===== config.mk =====
export PLATFORM = sky130hd
export DESIGN_NAME = data_memory_ctrl_flat
export DESIGN_NICKNAME = d
export VERILOG_FILES = /design/src/rtl/data_memory_ctrl_pkg.sv /design/src/rtl/data_memory_ctrl_if.sv /design/src/rtl/data_memory_ctrl_array.sv /design/src/rtl/data_memory_ctrl.sv /design/src/flat_wrapper.sv
export SDC_FILE = /design/constraint.sdc
export NUM_CORES = 2
export LEC_CHECK = 0
export ABC_AREA = 0
export CAP_MARGIN = 10
export CORE_MARGIN = 2
export CORE_UTILIZATION = 60
export CTS_CLUSTER_SIZE = 10
export DETAILED_ROUTE_END_ITERATION = 10
export DONT_BUFFER_PORTS = 1
export MAX_ROUTING_LAYER = met4
export PLACE_DENSITY = 0.77
export SLEW_MARGIN = 20
export SYNTH_ARGS = -nofsm -noshare
export SYNTH_HDL_FRONTEND = slang
export SYNTH_HIERARCHICAL = 1
export SYNTH_SLANG_ARGS = --single-unit

===== constraint.sdc =====
create_clock -name clk -period 2.66 [get_ports clk]
set_clock_uncertainty 0.15 [all_clocks]
set_input_delay 0.266 -clock clk [delete_from_list [all_inputs] [get_ports clk]]
set_output_delay 0.266 -clock clk [all_outputs]
set_load 0.02 [all_outputs]

===== src/rtl/data_memory_ctrl_pkg.sv =====
// ---------------------------------------------------------------------------
// dmem_pkg
// Shared types and default sizes for the MIPS data memory controller.
//   dmem_state_t : controller state (IDLE accepts commands, CLEAR sweeps
//                  zeros through the array one word per cycle)
//   DMEM_DATA_W  : default word width in bits
//   DMEM_ADDR_W  : default address width (depth is 2**DMEM_ADDR_W words)
// ---------------------------------------------------------------------------
package dmem_pkg;

    localparam int DMEM_DATA_W = 8;
    localparam int DMEM_ADDR_W = 8;

    typedef enum logic {
        DMEM_IDLE  = 1'b0,
        DMEM_CLEAR = 1'b1
    } dmem_state_t;

endpackage


===== src/rtl/data_memory_ctrl_if.sv =====
// ---------------------------------------------------------------------------
// data_memory_ctrl_if
// Command/response bundle between the MEM stage and the data memory.
//   clear      : request a zero sweep of the whole array
//   mem_read   : read command
//   mem_write  : write command
//   address    : word address
//   write_data : store data
//   ready      : controller accepts commands this cycle
//   read_data  : registered load result, held between reads
//   read_valid : one-cycle strobe marking read_data as fresh
// Modports: master (MEM stage side), slave (memory controller side).
// ---------------------------------------------------------------------------
interface data_memory_ctrl_if
    import dmem_pkg::*;
#(
    parameter int DATA_W = DMEM_DATA_W,
    parameter int ADDR_W = DMEM_ADDR_W
);

    logic              clear;
    logic              mem_read;
    logic              mem_write;
    logic [ADDR_W-1:0] address;
    logic [DATA_W-1:0] write_data;
    logic              ready;
    logic [DATA_W-1:0] read_data;
    logic              read_valid;

    modport master (
        output clear, mem_read, mem_write, address, write_data,
        input  ready, read_data, read_valid
    );

    modport slave (
        input  clear, mem_read, mem_write, address, write_data,
        output ready, read_data, read_valid
    );

endinterface


===== src/rtl/data_memory_ctrl_array.sv =====
// ---------------------------------------------------------------------------
// dmem_array
// Single-port synchronous RAM, written so synthesis can map it onto block
// RAM: one write port, one registered read port, no reset on storage or on
// the output register.
//   clk   : rising-edge clock
//   we    : write enable
//   re    : read enable (loads the output register)
//   addr  : shared word address
//   wdata : write data
//   rdata : registered read data, write-first on a same-cycle write
// ---------------------------------------------------------------------------
module dmem_array
    import dmem_pkg::*;
#(
    parameter int DATA_W = DMEM_DATA_W,
    parameter int ADDR_W = DMEM_ADDR_W
) (
    input  logic              clk,
    input  logic              we,
    input  logic              re,
    input  logic [ADDR_W-1:0] addr,
    input  logic [DATA_W-1:0] wdata,
    output logic [DATA_W-1:0] rdata
);

    localparam int DEPTH = 1 << ADDR_W;

    logic [DATA_W-1:0] mem [DEPTH];

    // Write-first: a read of the word being written returns the new data,
    // so the bypass is taken from wdata rather than the old array contents.
    always_ff @(posedge clk) begin
        if (we) begin
            mem[addr] <= wdata;
        end
        if (re) begin
            rdata <= we ? wdata : mem[addr];
        end
    end

endmodule


===== src/rtl/data_memory_ctrl.sv =====
// ---------------------------------------------------------------------------
// data_memory_ctrl
// Parametrised data memory for the MIPS MEM stage. Commands are accepted
// only while ready is high; reads return one cycle after acceptance with a
// read_valid strobe. With DMEM_CLEAR_SWEEP_EN defined, reset (and a clear
// request in IDLE) walks a zero through every word, one per cycle, before
// ready rises. With the macro undefined the controller sits in IDLE, clear
// is ignored and the array powers up with unknown contents.
//   clk     : rising-edge clock
//   reset_n : asynchronous active-low reset
//   bus     : data_memory_ctrl_if slave modport (commands in, load data out)
// Parameters: DATA_W word width, ADDR_W address width (DEPTH = 2**ADDR_W).
// Configuration macro: DMEM_CLEAR_SWEEP_EN.
// ---------------------------------------------------------------------------
module data_memory_ctrl
    import dmem_pkg::*;
#(
    parameter int DATA_W = DMEM_DATA_W,
    parameter int ADDR_W = DMEM_ADDR_W
) (
    input  logic              clk,
    input  logic              reset_n,
    data_memory_ctrl_if.slave bus
);

    dmem_state_t       state;
    logic [ADDR_W-1:0] clr_cnt;
    logic              clear_req;

`ifdef DMEM_CLEAR_SWEEP_EN
    localparam int                DEPTH     = 1 << ADDR_W;
    localparam logic [ADDR_W-1:0] LAST_WORD = ADDR_W'(DEPTH - 1);

    dmem_state_t       state_next;
    logic [ADDR_W-1:0] clr_cnt_next;

    // Reset parks the controller at the start of a sweep, so an interrupted
    // sweep always restarts from word 0.
    always_ff @(posedge clk or negedge reset_n) begin
        if (!reset_n) begin
            state   <= DMEM_CLEAR;
            clr_cnt <= '0;
        end else begin
            state   <= state_next;
            clr_cnt <= clr_cnt_next;
        end
    end

    always_comb begin
        state_next   = state;
        clr_cnt_next = clr_cnt;
        case (state)
            DMEM_CLEAR: begin
                if (clr_cnt == LAST_WORD) begin
                    state_next   = DMEM_IDLE;
                    clr_cnt_next = '0;
                end else begin
                    clr_cnt_next = clr_cnt + 1'b1;
                end
            end
            DMEM_IDLE: begin
                if (bus.clear) begin
                    state_next = DMEM_CLEAR;
                end
            end
            default: begin
                state_next   = DMEM_CLEAR;
                clr_cnt_next = '0;
            end
        endcase
    end

    assign clear_req = bus.clear;
`else
    logic unused_clear;

    assign state        = DMEM_IDLE;
    assign clr_cnt      = '0;
    assign clear_req    = 1'b0;
    assign unused_clear = bus.clear;
`endif

    logic              ready;
    logic              sweeping;
    logic              accept;
    logic              arr_we;
    logic              arr_re;
    logic [ADDR_W-1:0] arr_addr;
    logic [DATA_W-1:0] arr_wdata;
    logic [DATA_W-1:0] arr_rdata;
    logic              read_valid_q;
    logic              has_data;

    // ready comes straight from the state register; a clear request in the
    // same cycle as a command wins and the command is dropped.
    assign ready    = (state == DMEM_IDLE);
    assign sweeping = (state == DMEM_CLEAR);
    assign accept   = ready & (bus.mem_read | bus.mem_write) & ~clear_req;

    // During a sweep the counter owns the RAM port and writes zero.
    assign arr_we    = sweeping | (accept & bus.mem_write);
    assign arr_re    = accept & bus.mem_read;
    assign arr_addr  = sweeping ? clr_cnt : bus.address;
    assign arr_wdata = sweeping ? '0 : bus.write_data;

    dmem_array #(
        .DATA_W (DATA_W),
        .ADDR_W (ADDR_W)
    ) u_array (
        .clk   (clk),
        .we    (arr_we),
        .re    (arr_re),
        .addr  (arr_addr),
        .wdata (arr_wdata),
        .rdata (arr_rdata)
    );

    // The RAM output register has no reset, so has_data masks it to zero
    // from reset until the first accepted read has loaded it.
    always_ff @(posedge clk or negedge reset_n) begin
        if (!reset_n) begin
            read_valid_q <= 1'b0;
            has_data     <= 1'b0;
        end else begin
            read_valid_q <= arr_re;
            if (arr_re) begin
                has_data <= 1'b1;
            end
        end
    end

    assign bus.ready      = ready;
    assign bus.read_valid = read_valid_q;
    assign bus.read_data  = has_data ? arr_rdata : '0;

endmodule


===== src/flat_wrapper.sv =====
// flat-port wrapper written by rule: the top's interface ports become plain ports
module data_memory_ctrl_flat import dmem_pkg::*;
#(
    parameter int DATA_W = DMEM_DATA_W,
    parameter int ADDR_W = DMEM_ADDR_W
)
  (clk, reset_n, bus_clear, bus_mem_read, bus_mem_write, bus_address, bus_write_data, bus_ready, bus_read_data, bus_read_valid);
  data_memory_ctrl_if #(.DATA_W(DATA_W), .ADDR_W(ADDR_W)) bus_i ();
  input  logic clk;
  input  logic reset_n;
  input wire logic [$bits(bus_i.clear)-1:0] bus_clear;
  input wire logic [$bits(bus_i.mem_read)-1:0] bus_mem_read;
  input wire logic [$bits(bus_i.mem_write)-1:0] bus_mem_write;
  input wire logic [$bits(bus_i.address)-1:0] bus_address;
  input wire logic [$bits(bus_i.write_data)-1:0] bus_write_data;
  output wire logic [$bits(bus_i.ready)-1:0] bus_ready;
  output wire logic [$bits(bus_i.read_data)-1:0] bus_read_data;
  output wire logic [$bits(bus_i.read_valid)-1:0] bus_read_valid;
  assign bus_i.clear = bus_clear;
  assign bus_i.mem_read = bus_mem_read;
  assign bus_i.mem_write = bus_mem_write;
  assign bus_i.address = bus_address;
  assign bus_i.write_data = bus_write_data;
  assign bus_ready = bus_i.ready;
  assign bus_read_data = bus_i.read_data;
  assign bus_read_valid = bus_i.read_valid;
  data_memory_ctrl #(.DATA_W(DATA_W), .ADDR_W(ADDR_W)) u_core (.clk(clk), .reset_n(reset_n), .bus(bus_i));
endmodule

==> metrics.txt <==
EDFF count, synth=2056; Yosys cell types=56; final setup fails=2; power per cell area=713 nW/um2; filler cell count in the final layout=7690; worst path bufs/invs=0; pin count of the biggest net entering global routing=between 500 and 600; Synth Register Bits=approximately 2000; leakage=28.7 nW; Tot GR Track Use=between 20% and 30%; remaining antenna violation count=0; Final Net Count=4097; post-placement cell area=approximately 85000 um2; Post-Synthesis Cell Area=between 80000 and 90000 um2; DRC violations left=0; clock transition at the registers of the reported paths=60 ps; number of vias in the routed layout=between 40000 and 50000; status=finished with violations; CP endpoint kind=flop; number of antenna violations at the first check in global routing=4; row count=134; Initial DRC Count=6128; crit-path cells=mux4_2 -> nor3b_1 -> nor4_2 -> a31oi_2 -> nor4b_4 -> o22ai_1; Syn Inst Count=around 3700; Most used DFF post-synth=edfxtp_1; Mean Syn Cell Area=21.8 um2; crit path kind=flop to flop; post-layout min period=approximately 2700 ps; Post-synth ARST share=0.0972%; WL/cell=approximately 34 um; CP Max Fanout=1; CTS tree=yes; syn_nets=3705; area growth from synthesis to layout=14.0%; number of max-cap violations=0; Die Area=approximately 140000 um2; Ports=31; Core ar.=133000 um2; # clock sinks=2058; Max Buffers Root-to-Sink=3; worst vdd ir=0.000560 V; clk_lat worst skew=850 ps; DRT Wirelength=202000 um; Placer Congestion=0.878; vias in the first global route=40400; slowest stage delay, CP=approximately 510 ps; Final Slew Violations=0; Setup WS post-layout=-23.9 ps; commonest non-fill, non-tap cells in the layout=2056 x edfxtp_1, 530 x mux4_2, 336 x buf_4, 237 x clkbuf_16, 167 x nor2_1; Final Hold Fails=1955; initial core utilization=60.3%; Hold Worst Slack=-604 ps; Hold WC Path Type=input pin to flop; layout cells sized above 1=31.9%; worst-margin pin slew=around 1100 ps; Worst EP arrival=3130 ps; Port Buffers=0; Hold-fix buffers, CTS=22; Worst Path Required=just over 3000 ps; failing checks=hold timing, setup timing; Slew headroom=26.1%; register area share after synthesis=roughly 77%; Critical-path top delay cell=mux4_2; Crit path max-delay family=simple AND/OR/NAND/NOR gates; Ys Warns=6; total grt overflow=0; root buffer cell=clkbuf_16; Peak Freq=0.373 GHz; Die W=370 um; most common cell after layout, fill and taps aside=edfxtp_1; Critical Path Source Type=flop; Placed Cells=5573; CTS buffer count=224; Post-Layout Cell Count=5881; Final Cycle Share=101%; first-pass GRT wire length=280000 um; drt via density=around 7; H-tree depth=4; pre-CTS setup slack=-709 ps; Die Height=around 370 um; first-pass detailed-route iteration total=6; Final HPWL DP=105000 um; post-route cell area=91400 um2
## cells by family (layout without fill, tap and decap cells)
family	after synthesis	after routing	share of synthesized area, %
muxes	679	679	16.8
and+or+nand+nor	487	487	2.72
other	1	3	0.00468
DFF	2058	2058	77.0
AOI/OAI and AO/OA	226	226	1.82
buffers and inverters	233	660	1.60
## worst paths after layout
path	from	slack [ps]	to	cells after the start
hold reg to reg	u_core/has_data$_DFFE_PN0P_	450	u_core/has_data$_DFFE_PN0P_	1
setup / recovery	u_core/u_array/mem[249][0]$_DFFE_PP_	-20	u_core/u_array/rdata[0]$_DFFE_PP_	6
max in group asynchronous	reset_n	1660	u_core/has_data$_DFFE_PN0P_	3
hold / removal	bus_write_data[3]	-600	u_core/u_array/mem[101][3]$_DFFE_PP_	0
min in group asynchronous	reset_n	580	u_core/bus.read_valid$_DFF_PN0_	3
setup reg to reg	u_core/u_array/mem[249][0]$_DFFE_PP_	-20	u_core/u_array/rdata[0]$_DFFE_PP_	6
## sequential cells by signal, summed over array words and instances (netlist names)
name / cells
u_core/has_data: 1
u_core/u_array/rdata: 8
u_core/u_array/mem: 2048
u_core/bus.read_valid: 1
## layout make-up
type | count | area, um2 | area share, %
Antenna cell | 2 | 5.00 | 0.00548
Sequential cell | 2058 | 61800 | 67.6
Inverter | 6 | 27.5 | 0.0301
Timing Repair Buffer | 393 | 3530 | 3.86
Clock inverter | 19 | 275 | 0.301
Clock buffer | 242 | 5670 | 6.21
Tap cell | 1768 | 2210 | 2.42
Multi-Input combinational cell | 1393 | 17900 | 19.6
## per-stage QoR
stage               total power, W  utilization, %  hold WS (ps)  TNS (ps)
detailed placement          0.0386            63.5          -180     -2880
global placement            0.0386            63.5          -180     -2440
finish                      0.0652            68.7          -604     -31.0
CTS                         0.0648            68.2          -656         0
floorplan                   0.0383               -          -180   -128420
global route                0.0665            68.7          -638     -46.7
## synthesized netlist by cell type (all sizes together), types with 2 or more instances
cell,instances,area share [%]
o22a,9,0.098
dfrtp,2,0.062
mux2i,102,1.3
mux4,530,15
o221ai,8,0.087
o22ai,33,0.26
and3,3,0.023
o21a,2,0.019
nor4,7,0.055
clkbuf,90,0.42
nand2b,13,0.10
o211ai,2,0.019
and2,20,0.17
o21ai,49,0.31
nor2,247,1.2
or2,4,0.031
a22oi,33,0.31
a22o,8,0.087
edfxtp,2056,77
buf,137,1.2
mux2,47,0.66
nand2,65,0.30
o2111ai,3,0.033
nor3b,4,0.037
nor2b,26,0.20
nor3,52,0.32
nand3,33,0.21
a221oi,8,0.087
a21oi,41,0.26
a211oi,10,0.094
a31oi,14,0.11
inv,5,0.023
nand4,7,0.055
## report_power, final
part           switching, W  internal (W)
Combinational       0.00143       0.00130
Clock                0.0117        0.0149
Sequential        0.0000421        0.0358
Total                0.0132        0.0520
## per-layer routing
metal  global-route usage [%]  part of all wire [%]
met5                        -                     0
met4                     10.5                   4.3
met3                     6.72                    12
met2                     44.9                    48
met1                     40.3                    35
## timing repair
item                                    CTS  global route
gates resized for setup                  12            13
setup endpoints to repair                 7          1298
cloned                                    0            15
endpoints found under the hold margin  2587          2053
pin swaps                                 2             5
setup buffers                             0             4
(Power assumes the default switching activity.)
